$ cat config.mk
export PLATFORM = sky130hd
export DESIGN_NAME = mult_prod_accum
export DESIGN_NICKNAME = d
export VERILOG_FILES = /design/src/rtl/mult_prod_accum.sv
export SDC_FILE = /design/constraint.sdc
export NUM_CORES = 1
export LEC_CHECK = 0
export CORE_MARGIN = 2
export CORE_UTILIZATION = 52
export CTS_CLUSTER_SIZE = 20
export DETAILED_ROUTE_END_ITERATION = 8
export PLACE_DENSITY = 0.81
export RECOVER_POWER = 50
export SYNTH_ARGS = -nofsm -noshare
export SYNTH_HDL_FRONTEND = slang
export SYNTH_SLANG_ARGS = --single-unit
$ cat constraint.sdc
create_clock -name clk -period 4 [get_ports clk]
set_input_delay 0.4 -clock clk [delete_from_list [all_inputs] [get_ports clk]]
set_output_delay 0.4 -clock clk [all_outputs]
set_load 0.02 [all_outputs]
$ cat src/rtl/mult_prod_accum.sv
// Frame accumulator behind the 8x8 multiplier: sums valid/ready products per frame and
// holds the saturating sum, frame length and overflow flag until the sink takes them.
module mult_prod_accum #(
    parameter int unsigned PROD_W  = 16,
    parameter int unsigned ACC_W   = 24,
    parameter int unsigned MAX_LEN = 256,
    parameter int unsigned CNT_W   = 9
) (
    input  logic              clk,
    input  logic              rst,
    input  logic              in_valid,
    output logic              in_ready,
    input  logic [PROD_W-1:0] prod,
    input  logic              in_last,
    output logic              out_valid,
    input  logic              out_ready,
    output logic [ACC_W-1:0]  acc_out,
    output logic [CNT_W-1:0]  frame_len,
    output logic              overflow
);

    localparam logic [1:0] IDLE  = 2'd0;
    localparam logic [1:0] ACCUM = 2'd1;
    localparam logic [1:0] HOLD  = 2'd2;

    localparam logic [CNT_W-1:0] LEN_MAX = CNT_W'(MAX_LEN);

    logic [1:0]       state, state_next;
    logic [ACC_W-1:0] acc, acc_next;
    logic [CNT_W-1:0] len, len_next;
    logic             ovf, ovf_next;

    logic             accept;
    logic             in_frame;
    logic [ACC_W-1:0] acc_base;
    logic             ovf_base;
    logic [CNT_W-1:0] len_inc;
    logic [ACC_W:0]   sum;
    logic             closing;

    assign in_ready  = (state != HOLD);
    assign out_valid = (state == HOLD);
    assign accept    = in_valid & in_ready;
    assign in_frame  = (state == ACCUM);

    // A product accepted in IDLE starts a fresh frame, so it adds onto zero.
    always_comb begin
        acc_base = in_frame ? acc : '0;
        ovf_base = in_frame ? ovf : 1'b0;
        len_inc  = in_frame ? (len + CNT_W'(1)) : CNT_W'(1);
        sum      = {1'b0, acc_base} + {{(ACC_W + 1 - PROD_W){1'b0}}, prod};
        closing  = in_last || (len_inc == LEN_MAX);
    end

    always_comb begin
        state_next = state;
        acc_next   = acc;
        len_next   = len;
        ovf_next   = ovf;
        case (state)
            IDLE, ACCUM: begin
                if (accept) begin
                    acc_next   = sum[ACC_W] ? {ACC_W{1'b1}} : sum[ACC_W-1:0];
                    ovf_next   = ovf_base | sum[ACC_W];
                    len_next   = len_inc;
                    state_next = closing ? HOLD : ACCUM;
                end
            end
            HOLD: begin
                if (out_ready) begin
                    state_next = IDLE;
                end
            end
            default: state_next = IDLE;
        endcase
    end

    always_ff @(posedge clk or posedge rst) begin
        if (rst) begin
            state <= IDLE;
            acc   <= '0;
            len   <= '0;
            ovf   <= 1'b0;
        end else begin
            state <= state_next;
            acc   <= acc_next;
            len   <= len_next;
            ovf   <= ovf_next;
        end
    end

    assign acc_out   = acc;
    assign frame_len = len;
    assign overflow  = ovf;

endmodule

==> flow_metrics.py <==
metrics = {
    "run_status": {
        "outcome": "complete, no violations",
    },
    "pwr": {
        "p_int_w": 0.000841,
        "power_w": 0.00139,
        "p_seq_share_pct": 35.2,
        "power.switching_w": 0.000550,
        "cellLeakagePower_nw": 1.42,
        "switching_share_pct": 39.5,
        "comb_power_share_pct": 44.8,
        "pwr-share-clk_pct": 20.0,
        "peakVddDrop_uv": 266,
        "power_density_nw_per_um2": 408,
    },
    "yosys": {
        "synth-edff-count": 0,
        "ys_ff_latch": 36,
        "synth.area.top_cells": "dfrtp_1, ha_1, a21oi_1, o21ai_0, nand2_1",
        "netlist.area_leader.share_pct": 32.6,
        "yosysWarnings": 0,
        "synthFlopType": "dfrtp_1",
        "syn_avg_cell_area_um2": 8.58,
        "yosysTopAreaCell": "dfrtp_1",
        "synthArstFlopShare_pct": 100,
        "synth_area_um2": 2760,
        "syn-num-nets": 361,
        "netlist_instances": 322,
        "yosysMostFrequentCell": "dfrtp_1",
        "synth_cell_types": 58,
        "synthTopCellsByCount": "dfrtp_1, nand2_1, a21oi_1, nor2_1, o21ai_0",
        "ys_seq_area_share_pct": 32.6,
    },
    "floorplanning": {
        "core_um2": 5110,
        "design.die.area_um2": 5910,
        "initial_core_util_pct": 54.1,
        "die_y_um": 76.9,
        "boundaryPins": 57,
        "rows": 26,
        "fp.dieW_um": 76.9,
    },
    "clock_tree": {
        "cts_tree": "yes",
        "cts_buffers": 5,
        "cts-resized-gates": 0,
        "clock_sinks": 36,
        "hold_buffers": 0,
        "clk_path_buf_depth": 2,
        "clk_pin_slew_ns": 0.08,
        "worstSkewPairLatency_ns": 0.30,
        "htreeDepth": 2,
        "clock-root-buffer": "clkbuf_8",
        "cts_setup_buffers": 0,
    },
    "sta": {
        "fin_skew_ns": 0.00470,
        "slew_headroom_pct": 28.8,
        "period_share_pct": 88.1,
        "slew_violations": 0,
        "rsz0062_at_grt": "no",
        "fmax_mhz": 284,
        "worst_slew_pin_slew_ns": 1.07,
        "hold_viol_final": 0,
        "period_needed_ns": 3.52,
        "setup_violations": 0,
        "setup-tns-final_ns": 0,
    },
    "global_routing": {
        "gr-total-overflow": 0,
        "grt_pass1_vias": 2548,
        "grt_max_degree": 29,
        "grt_usage_pct": 24.5,
        "antenna_found_initial": 0,
        "grt_pass1_wl_um": 11700,
    },
    "setup_path": {
        "cpLargestDelayFamily": "simple AND/OR/NAND/NOR gates",
        "arrival_ns": 3.69,
        "critical_path.cell_chain": "nor2b_1 > buf_4 > and2_1 > ha_1 > a21o_1 > o21bai_1 > o32ai_2 > o21ai_4 > nand3_1 > nand2_1 > a2bb2oi_1",
        "setup.worst_path.class": "reg -> reg",
        "crit_start": "state[0]",
        "cp.required_ns": 4.17,
        "r2r-start": "state[0]",
        "path_buf_inv": 1,
        "cp_max_fo": 16,
        "cpPeakStageDelay_ns": 0.55,
        "slowest_stage": "nor2b_1",
        "critPathLaunchType": "register",
        "critPathCaptureType": "register",
    },
    "placed_design": {
        "gp_congestion": 0.895,
        "hpwl_um": 5080,
        "portBuffers": 56,
    },
    "detailed_routing": {
        "drtIter0Drc": 200,
        "dr.pass1.iters": 4,
        "postRouteAntennaNets": 0,
        "remaining_drc_errors": 0,
        "vias": 2655,
        "wl_per_cell_um": 15.4,
        "wl_um": 6800,
        "vias_per_cell": 5.99,
    },
    "min_path": {
        "min-delay-start": "acc_out[0]",
        "hold_path.class": "reg -> reg",
    },
    "finish": {
        "n_antenna_cell": 0,
        "nets": 411,
        "syn_to_final_growth_pct": 23.6,
        "drive_gt1_share_pct": 6.17,
    },
    "flow_run": {
        "cap_violations": 0,
    },
}
-- registers in the layout, summed over array words and instances, names as in the netlist --
register   cells
overflow       1
acc_out       24
state          2
frame_len      9
-- final cells by class --
type | instances | area (µm²)
clock buffers | 8 | 90.1
fillers | 436 | 1690
inverters | 5 | 18.8
multi-input cells | 265 | 1740
flip-flops and latches | 36 | 901
well taps | 70 | 87.6
repair buffers | 59 | 579
-- cell families (layout without fill, tap and decap cells) --
group | Yosys count | count (layout) | synth area share, %
xor+xnor | 18 | 18 | 5.71
simple gates | 117 | 117 | 21.7
fa+ha+maj | 18 | 18 | 8.43
buf+inv | 21 | 72 | 4.49
compound gates | 111 | 111 | 26.7
flops | 36 | 36 | 32.6
mux | 1 | 1 | 0.362
-- power by group through the flow --
stage               Sequential (W)  Clock [W]  Combinational [W]
finish                    0.000489   0.000278           0.000623
floorplan                 0.000564          0           0.000349
global placement          0.000499          0           0.000630
detailed placement        0.000499          0           0.000638
global route              0.000501   0.000295           0.000684
CTS                       0.000493   0.000282           0.000644
-- worst min-delay path: cells and delay by family, from the launching register on --
family / cells / cell delay (ns)
flops: 1 / 0.36
simple gates: 2 / 0.11
-- placed cells by master (no fill, tap or decap), drive strengths merged, types with 7 or more instances in the layout --
cell type and instances:
clkdlybuf4s50 38, dfrtp 36, nand2 30, a21oi 27, o21ai 27, nor2 26, dlygate4sd3 18, a31oi 18
and2 18, ha 17, nand3 14, xor2 11, a21o 9, clkbuf 9, nand4 7, xnor2 7
-- metrics by stage --
| step | hold slack [ns] | util (%) | cells | setup WS (ns) | area [µm²] |
|---|---|---|---|---|---|
| finish | 0.502 | 66.8 | 443 | 0.477 | 3410 |
| CTS | 0.507 | 67.0 | 443 | 0.434 | 3420 |
| global route | 0.551 | 66.8 | 443 | 0.103 | 3410 |
| floorplan | 0.487 | - | 322 | 0.875 | 2760 |
| global placement | 0.483 | 65.2 | 435 | 0.649 | 3330 |
| detailed placement | 0.489 | 65.2 | 435 | 0.476 | 3330 |
-- metal layers --
layer | GRT usage, % | routed length [µm] | up-vias
li1 | - | - | 1291
met1 | 31.5 | 3030 | 1269
met2 | 39.7 | 3300 | 83
met3 | 5.41 | 355 | 12
met4 | 10.2 | 118 | 0
met5 | 0 | 0 | -
-- path summary, 6_finish.rpt --
check / endpoint / slack (ns) / cells past startpoint
worst max-delay path: acc_out[21] / 0.48 / 11
worst max register to register: acc_out[21] / 0.48 / 11
worst min register to register: acc_out[0] / 0.50 / 2
worst min-delay path: acc_out[0] / 0.50 / 2
max in group asynchronous: acc_out[15] / 2.12 / 3
min in group asynchronous: acc_out[0] / 0.74 / 2
(Power assumes the default switching activity.)
